===== config.mk =====
export PLATFORM = sky130hd
export DESIGN_NAME = star_frame_scheduler
export DESIGN_NICKNAME = d
export VERILOG_FILES = /design/src/rtl/star_sched_pkg.sv /design/src/rtl/star_frame_scheduler_sat_counter.sv /design/src/rtl/star_frame_scheduler.sv
export SDC_FILE = /design/constraint.sdc
export NUM_CORES = 1
export LEC_CHECK = 0
export ABC_AREA = 1
export CORE_AREA = 2 2 39 41
export DETAILED_ROUTE_END_ITERATION = 8
export DIE_AREA = 0 0 41 43
export PLACE_DENSITY = 0.54
export SYNTH_ARGS = -nofsm -noshare
export SYNTH_HDL_FRONTEND = slang
export SYNTH_SLANG_ARGS = --single-unit

===== constraint.sdc =====
create_clock -name i_clk -period 1.25 [get_ports i_clk]
set_input_delay 0.25 -clock i_clk [delete_from_list [all_inputs] [get_ports i_clk]]
set_output_delay 0.25 -clock i_clk [all_outputs]
set_load 0.01 [all_outputs]

===== src/rtl/star_sched_pkg.sv =====
// -----------------------------------------------------------------------------
// star_sched_pkg
// Shared types and constants for the starfield frame scheduler.
//   sched_state_t : per-frame sequencer state encoding
//   DIV_SEL_X/Y   : operand select values seen by the divider-operand mux
// -----------------------------------------------------------------------------
package star_sched_pkg;

  typedef enum logic [2:0] {
    StInit      = 3'd0,
    StUpdate    = 3'd1,
    StReqX      = 3'd2,
    StReqY      = 3'd3,
    StWrite     = 3'd4,
    StWaitFrame = 3'd5
  } sched_state_t;

  localparam logic DIV_SEL_X = 1'b0;
  localparam logic DIV_SEL_Y = 1'b1;

endpackage


===== src/rtl/star_frame_scheduler_sat_counter.sv =====
// -----------------------------------------------------------------------------
// sat_counter
// Up-counter that sticks at all-ones; cleared only by the synchronous reset.
//   i_clk  : clock
//   i_rst  : synchronous active-high reset, clears the count
//   i_inc  : increment request for this cycle
//   o_cnt  : current count (W bits)
// -----------------------------------------------------------------------------
module sat_counter #(
  parameter int unsigned W = 8
) (
  input  logic         i_clk,
  input  logic         i_rst,
  input  logic         i_inc,
  output logic [W-1:0] o_cnt
);

  logic [W-1:0] r_cnt;

  always_ff @(posedge i_clk) begin
    if (i_rst) begin
      r_cnt <= '0;
    end else if (i_inc && (r_cnt != {W{1'b1}})) begin
      r_cnt <= r_cnt + W'(1);
    end
  end

  assign o_cnt = r_cnt;

endmodule


===== src/rtl/star_frame_scheduler.sv =====
// -----------------------------------------------------------------------------
// star_frame_scheduler
// Per-frame sequencer for the starfield projection datapath. Seeds every star
// once after reset, then each pass walks all stars: Z-advance, X and Y
// projection through one shared multi-cycle divider, and a back-buffer write.
// The front/back draw buffers swap when a frame pulse is accepted.
//
// Ports
//   i_clk        : clock
//   i_rst        : synchronous active-high reset
//   i_frame      : 1-cycle pulse, start of vertical blank
//   o_init_en    : seed star[o_star_idx] from the LFSRs
//   o_upd_en     : advance Z of star[o_star_idx]
//   o_div_req    : divider request, held until i_div_ack
//   o_div_sel_y  : divider operand select (DIV_SEL_X / DIV_SEL_Y)
//   i_div_ack    : 1-cycle pulse, divider result valid
//   o_buf_we     : write projected X/Y of star[o_star_idx] to back buffer
//   o_star_idx   : star currently addressed
//   o_rd_buf     : front buffer select; back buffer is ~o_rd_buf
//   o_busy       : high from INIT through the last WRITE of a pass
//   o_overrun    : 1-cycle pulse, frame arrived while busy
//   o_ovr_cnt    : saturating overrun count (only with STAR_SCHED_OVR_CNT_EN)
//
// Build option: define STAR_SCHED_OVR_CNT_EN to add o_ovr_cnt.
// -----------------------------------------------------------------------------
module star_frame_scheduler
  import star_sched_pkg::*;
#(
  parameter int unsigned STARS_COUNT = 4,
  localparam int unsigned IDXW = $clog2(STARS_COUNT)
) (
  input  logic            i_clk,
  input  logic            i_rst,
  input  logic            i_frame,
  output logic            o_init_en,
  output logic            o_upd_en,
  output logic            o_div_req,
  output logic            o_div_sel_y,
  input  logic            i_div_ack,
  output logic            o_buf_we,
  output logic [IDXW-1:0] o_star_idx,
  output logic            o_rd_buf,
  output logic            o_busy,
  output logic            o_overrun
`ifdef STAR_SCHED_OVR_CNT_EN
  ,
  output logic [7:0]      o_ovr_cnt
`endif
);

  localparam logic [IDXW-1:0] LastIdx = IDXW'(STARS_COUNT - 1);

  sched_state_t    r_state;
  sched_state_t    w_state_nxt;
  logic [IDXW-1:0] r_star_idx;
  logic [IDXW-1:0] w_star_idx_nxt;
  logic            r_rd_buf;
  logic            w_rd_buf_nxt;
  logic            w_last;
  logic            w_busy;

  assign w_last = (r_star_idx == LastIdx);

  always_comb begin
    w_state_nxt    = r_state;
    w_star_idx_nxt = r_star_idx;
    w_rd_buf_nxt   = r_rd_buf;
    unique case (r_state)
      StInit: begin
        if (w_last) begin
          // First pass follows immediately so the back buffer is filled
          // before the first swap.
          w_state_nxt    = StUpdate;
          w_star_idx_nxt = '0;
        end else begin
          w_star_idx_nxt = r_star_idx + IDXW'(1);
        end
      end
      StUpdate: w_state_nxt = StReqX;
      StReqX: begin
        if (i_div_ack) w_state_nxt = StReqY;
      end
      StReqY: begin
        if (i_div_ack) w_state_nxt = StWrite;
      end
      StWrite: begin
        if (w_last) begin
          w_state_nxt    = StWaitFrame;
          w_star_idx_nxt = '0;
        end else begin
          w_state_nxt    = StUpdate;
          w_star_idx_nxt = r_star_idx + IDXW'(1);
        end
      end
      StWaitFrame: begin
        if (i_frame) begin
          w_state_nxt    = StUpdate;
          w_star_idx_nxt = '0;
          w_rd_buf_nxt   = ~r_rd_buf;
        end
      end
      default: begin
        w_state_nxt    = StInit;
        w_star_idx_nxt = '0;
      end
    endcase
  end

  always_ff @(posedge i_clk) begin
    if (i_rst) begin
      r_state    <= StInit;
      r_star_idx <= '0;
      r_rd_buf   <= 1'b0;
    end else begin
      r_state    <= w_state_nxt;
      r_star_idx <= w_star_idx_nxt;
      r_rd_buf   <= w_rd_buf_nxt;
    end
  end

  // Strobes are pure state decodes, so they are mutually exclusive by design.
  assign w_busy      = (r_state != StWaitFrame);
  assign o_init_en   = (r_state == StInit);
  assign o_upd_en    = (r_state == StUpdate);
  assign o_div_req   = (r_state == StReqX) || (r_state == StReqY);
  assign o_div_sel_y = (r_state == StReqY) ? DIV_SEL_Y : DIV_SEL_X;
  assign o_buf_we    = (r_state == StWrite);
  assign o_star_idx  = r_star_idx;
  assign o_rd_buf    = r_rd_buf;
  assign o_busy      = w_busy;
  // Reset dominates a coincident frame, so no overrun is flagged then.
  assign o_overrun   = i_frame & w_busy & ~i_rst;

`ifdef STAR_SCHED_OVR_CNT_EN
  sat_counter #(
    .W (8)
  ) u_ovr_cnt (
    .i_clk (i_clk),
    .i_rst (i_rst),
    .i_inc (o_overrun),
    .o_cnt (o_ovr_cnt)
  );
`endif

endmodule


==> impl_metrics.tcl, run 1 <==
set metrics [dict create \
    slowest_delay_ps 370 \
    hold_viol 0 \
    routed_wl_um 1000 \
    antenna_found_initial 0 \
    cts.sinks 6 \
    drc 0 \
    synthToLayoutAreaGrowth_pct 83.9 \
    r2r_start "r_state[1]" \
    drive_above_1_share 0.518 \
    power_density_nw_per_um2 2030 \
    cts.htree.levels 1 \
    detail-route-antenna-nets 0 \
    ys_ff_latch 6 \
    overflow 0 \
    p_leak_uw 0.000350 \
    numPortBuffers 13 \
    slew_headroom 0.909 \
    setup_tns_ps -221 \
    vias_per_cell 4.37 \
    rows 14 \
    worstReg2RegEnd "r_state[0]" \
    ios 14 \
    utilization 0.495 \
    vias 433 \
    p_comb_frac 0.612 \
    switching_power_uw 593 \
    min-delay-start "o_rd_buf" \
    nNetsFinal 90 \
    die_y_um 43 \
    core_um2 1380 \
    syn-num-nets 62 \
    finalMaxSlewViolations 0 \
    start_kind "flip-flop" \
    antenna_cells 0 \
    setup_viol 5 \
    dp.cells 96 \
    syn_area_um2 373 \
    finalCritPeriodShare 1.08 \
    cts.path.max_buffers 2 \
    r2r_setup_slack_ps 70 \
    drt_iter0_markers 4 \
    ys_types 18 \
    swShare 0.426 \
    rsz0062_at_grt "true" \
    die_area_um2 1760 \
    irDropWorstVdd_mv 0.998 \
    p_total_uw 1390 \
    critPathRequiredTime_ps 1000 \
    wl_per_cell_um 10.1 \
    cts_buffers 3 \
    violations "negative setup slack" \
    hold_end "o_rd_buf" \
    clk_pin_slew_ps 40 \
    cts_tree "done" \
    cts_root_buf "clkbuf_4" \
    tightest_slew_ps 136 \
    intPower_uw 799 \
    cp.depth 7 \
    yosysSeqAreaShare 0.322 \
    fin_skew_ps 2.28 \
    r2r_cells 9 \
    finalCriticalPeriod_ps 1350 \
    cp_num_buf_inv 4 \
    gp_congestion 0.762 \
    grt_max_degree 7 \
    dp_hpwl_um 744 \
    die_w_um 41 \
    path_cells "inv_4 > nand2_4 > nor2_4 > inv_2 > nand3_2 > inv_1 > buf_2" \
    fin_ws_ps -98.0 \
    hp-class "reg2reg" \
    setup.worst_path.end_class "primary output" \
    fin_cells 99 \
    clkLatencyLatePin_ps 230 \
    grt.total_usage 0.132 \
    arrival_ps 1100 \
    drv_cap 0 \
    syn_area_per_cell_um2 6.54 \
    dr.pass1.iters 3 \
    cpMaxStageDelayCell "dfxtp_4" \
    seqPwrFrac 0.269 \
    fmax_ghz 0.742 \
    initial_utilization 0.269 \
    pre_cts_ws_ps -435 \
    crit_fanout 5 \
    power.share.clock 0.119 \
    min_path_cells 2 \
    ctsHoldBuffers 0 \
    critical_path.top_delay_family "flip-flops" \
    synthCells 57 \
    grt_pass1_wl_um 1590 \
    grt_pass1_vias 413 \
    critPathKind "reg2out" \
    cts_post_setup_buffers_inserted 0 \
    status "finished with violations" \
    yosys_warnings 0 \
]
[per-stage QoR]
stage          hold WS [ps]  area [um2]
2_1_floorplan           319         373
3_3_place_gp            450         601
3_5_place_dp            453         601
4_1_cts                 456         624
5_1_grt                 483         686
6_report                452         686
[area by class of cell]
cell class                 instances  area (um2)
fill                             147         698
multi-input combinational         39         268
timing repair buffer              24         199
sequential                         6         131
inverter                          11        45.0
clock buffer                       3        22.5
tap                               16        20.0
[synthesized netlist by cell type]
master / n / area (um2)
inv_2: 6 / 22.5
nor2_2: 4 / 25.0
nand4_2: 1 / 12.5
ha_1: 1 / 12.5
nor3_1: 1 / 5.00
nand3_1: 4 / 20.0
buf_2: 1 / 5.00
a21oi_1: 5 / 25.0
nand2_1: 12 / 45.0
dfxtp_1: 6 / 120
nand3_2: 1 / 10.0
o21ai_1: 1 / 5.00
nand4_1: 1 / 6.26
nand3b_2: 1 / 11.3
inv_1: 4 / 15.0
o21ai_0: 1 / 5.00
clkinv_2: 1 / 5.00
nor2_1: 6 / 22.5
[state kept, by name, summed over array words and instances (netlist names)]
register and count:
o_rd_buf 1, o_star_idx 2, r_state 3
[kinds of logic after synthesis]
| kind of cell | synth area share |
|---|---|
| adder cells (fa/ha/maj) | 0.0336 |
| AO/OA/AOI/OAI | 0.0939 |
| AND/OR/NAND/NOR | 0.423 |
| buffers and inverters | 0.127 |
| flip-flops | 0.322 |
[how the worst max path moves through the flow]
stage,startpoint,end,slack (ps)
5_1_grt,r_state[1],o_overrun,-150
3_3_place_gp,i_rst,o_overrun,-420
2_1_floorplan,o_star_idx[0],r_state[0],120
3_5_place_dp,i_rst,o_overrun,-430
6_report,r_state[1],o_overrun,-100
4_1_cts,r_state[1],o_init_en,-120
[timing repair]
action	in CTS	in global routing
gates resized for setup	38	17
endpoints found under the setup margin	10	10
pin swaps	1	5
cloned	0	0
[cells in the final DEF, fill, tap and decap left out]
cell,count
nand3_2,1
inv_2,5
nor2_1,6
nor3_2,1
buf_2,4
nand2_1,9
inv_1,4
nand3_4,1
nand3b_4,1
buf_4,10
clkinv_2,1
dfxtp_4,3
inv_4,1
buf_6,4
nand2_2,2
dlymetal6s2s_1,1
o21ai_1,1
clkbuf_4,3
nand4_4,1
clkdlybuf4s50_1,2
nor2_4,3
ha_1,1
dfxtp_1,3
dlygate4sd2_1,3
a21oi_1,5
o21ai_0,1
nand2_4,1
nand3_1,3
nor2_2,1
nand4_1,1
[worst min-delay path: stages, from the launching register on]
cell	delay, ps
dfxtp_1	310
inv_2	50
a21oi_1	50
[power by group through the flow]
stage,Clock [uW],Combinational (uW),Sequential [uW]
finish,166,852,374
global route,184,966,387
CTS,178,744,352
detailed placement,0,780,340
global placement,0,773,338
floorplan,0,398,341
[layer usage]
metal | global-route usage | vias to the layer above | share of wire
li1 | - | 234 | -
met1 | 0.162 | 188 | 0.42
met2 | 0.197 | 9 | 0.53
met3 | 0.0157 | 2 | 0.029
met4 | 0.100 | 0 | 0.020
met5 | 0 | - | 0
No activity file was read; power rests on OpenSTA's default activity.
==> inputs of run 2 (changes only) <==
DONT_BUFFER_PORTS = 1   (was default)
PLACE_DENSITY = 0.4   (was 0.54)
==> run 2 against run 1 <==
The flow still finishes with violations (negative setup slack). Sequential power is 2% lower. Total power shrank 12%. Register-to-register slack gained 50 ps. Combinational power is 19% lower. Non-clock buffer count fell by 17. Routed wire length fell by 16%. Critical path type unchanged.
==> impl_metrics.tcl, run 2 (synthesis gave the netlist of run 1 again) <==
set metrics [dict create \
    dr.pass1.iters 4 \
    finalMaxSlewViolations 0 \
    grt_max_degree 8 \
    seqPwrFrac 0.297 \
    switching_power_uw 544 \
    cts.path.max_buffers 2 \
    r2r_cells 6 \
    rsz0062_at_grt "true" \
    gp_congestion 0.650 \
    arrival_ps 1000 \
    r2r_start "o_star_idx[0]" \
    fin_skew_ps 1.65 \
    final_cell_mix "nand2_1, inv_2, nor2_1, a21oi_1, buf_4" \
    die_w_um 41 \
    die_area_um2 1760 \
    wl_per_cell_um 10.3 \
    drc 0 \
    setup_viol 2 \
    critPathRequiredTime_ps 1000 \
    routed_wl_um 841 \
    grt_pass1_wl_um 1520 \
    cts_buffers 3 \
    nNetsFinal 73 \
    initial_utilization 0.269 \
    p_total_uw 1230 \
    core_um2 1380 \
    drt_iter0_markers 1 \
    rows 14 \
    slew_headroom 0.857 \
    die_y_um 43 \
    fin_ws_ps -4.54 \
    status "finished with violations" \
    detail-route-antenna-nets 0 \
    min_path_cells 1 \
    cts.htree.levels 1 \
    regMostFlops "r_state" \
    r2r_setup_slack_ps 120 \
    vias 381 \
    hp-class "in2reg" \
    crit_fanout 5 \
    cts.sinks 6 \
    cts_tree "done" \
    synthToLayoutAreaGrowth_pct 39.3 \
    vias_per_cell 4.65 \
    clk_pin_slew_ps 50 \
    dp_hpwl_um 637 \
    antenna_found_initial 0 \
    violations "negative setup slack" \
    power_density_nw_per_um2 2370 \
    cts_root_buf "clkbuf_4" \
    final_common_cell "nand2_1" \
    finalInstanceArea_um2 519 \
    tightest_slew_ps 214 \
    dpl-instance-area_um2 425 \
    setup.worst_path.end_class "primary output" \
    finalCriticalPeriod_ps 1250 \
    start_kind "flip-flop" \
    intPower_uw 687 \
    critPathKind "reg2out" \
    numPortBuffers 0 \
    power.share.clock 0.143 \
    min-delay-start "i_rst" \
    p_comb_frac 0.560 \
    drive_above_1_share 0.470 \
    clkLatencyLatePin_ps 240 \
    irDropWorstVdd_mv 0.658 \
    largest_reg_flops 3 \
    overflow 0 \
    drv_cap 0 \
    swShare 0.442 \
    worstReg2RegEnd "r_state[0]" \
    grt_pass1_vias 387 \
    ios 14 \
    finalCritPeriodShare 1.00 \
    fmax_ghz 0.797 \
    grt.total_usage 0.133 \
    hold_viol 0 \
    hold_end "r_state[2]" \
    p_leak_uw 0.000265 \
    antenna_cells 0 \
]
run 2: cell count changes in the layout (fill, tap and decap cells not counted), sizes merged:
cell           previous run  this run
buf                      18         7
clkdlybuf4s50             2         0
dlygate4sd2               3         0
dlymetal6s2s              1         0
run 2: worst max path at each step:
stage,startpoint,end,cells past startpoint,slack [ps]
after detailed placement,r_state[1],o_overrun,6,100
after floorplan,o_star_idx[0],r_state[0],6,120
after CTS,r_state[0],o_upd_en,3,-20
after global routing,r_state[1],o_div_req,4,-60
final,r_state[1],o_div_req,4,-5
after global placement,r_state[1],o_overrun,6,90
run 2: cell type report:
class	instances	area (um2)
fillers	151	865
flip-flops and latches	6	131
inverters	11	45.0
multi-input cells	39	240
clock buffers	3	22.5
repair buffers	7	60.1
well taps	16	20.0
run 2: worst max-delay path, stage by stage, from the launching register on:
cell and delay (ps):
dfxtp_4 390, inv_4 50, buf_6 120, nor2_4 110, buf_6 100
run 2: stage by stage:
| step | setup WS (ps) | hold WS, ps | TNS, ps | utilization | cells |
|---|---|---|---|---|---|
| 6_report | -4.54 | 68.0 | -8.59 | 0.375 | 82 |
| 5_1_grt | -57.5 | 57.8 | -159 | 0.375 | 82 |
| 4_1_cts | -24.9 | 55.7 | -42.7 | 0.363 | 81 |
| 3_5_place_dp | 102 | 322 | 0 | 0.307 | 77 |
| 3_3_place_gp | 90.6 | 322 | 0 | 0.307 | 77 |
| 2_1_floorplan | 119 | 319 | 0 | - | 57 |
run 2: routing by layer:
metal  global-route usage  part of all wire  vias up
met5                    0                 0        -
met4                0.100                 0        0
met3               0.0471             0.036        0
met2                0.188              0.50        6
met1                0.155              0.46      174
li1                     -                 -      201
run 2: power by group through the flow:
stage	Sequential [uW]	Combinational, uW	Clock [uW]
2_1_floorplan	341	398	0
3_3_place_gp	338	586	0
3_5_place_dp	334	578	0
4_1_cts	363	660	188
5_1_grt	376	804	202
6_report	365	690	176
run 2: repair_timing:
item,CTS,global route
gates resized for setup,16,2
setup buffers,1,1
pin swaps,1,2
cloned,0,0
endpoints found under the setup margin,6,4
hold buffers,0,0
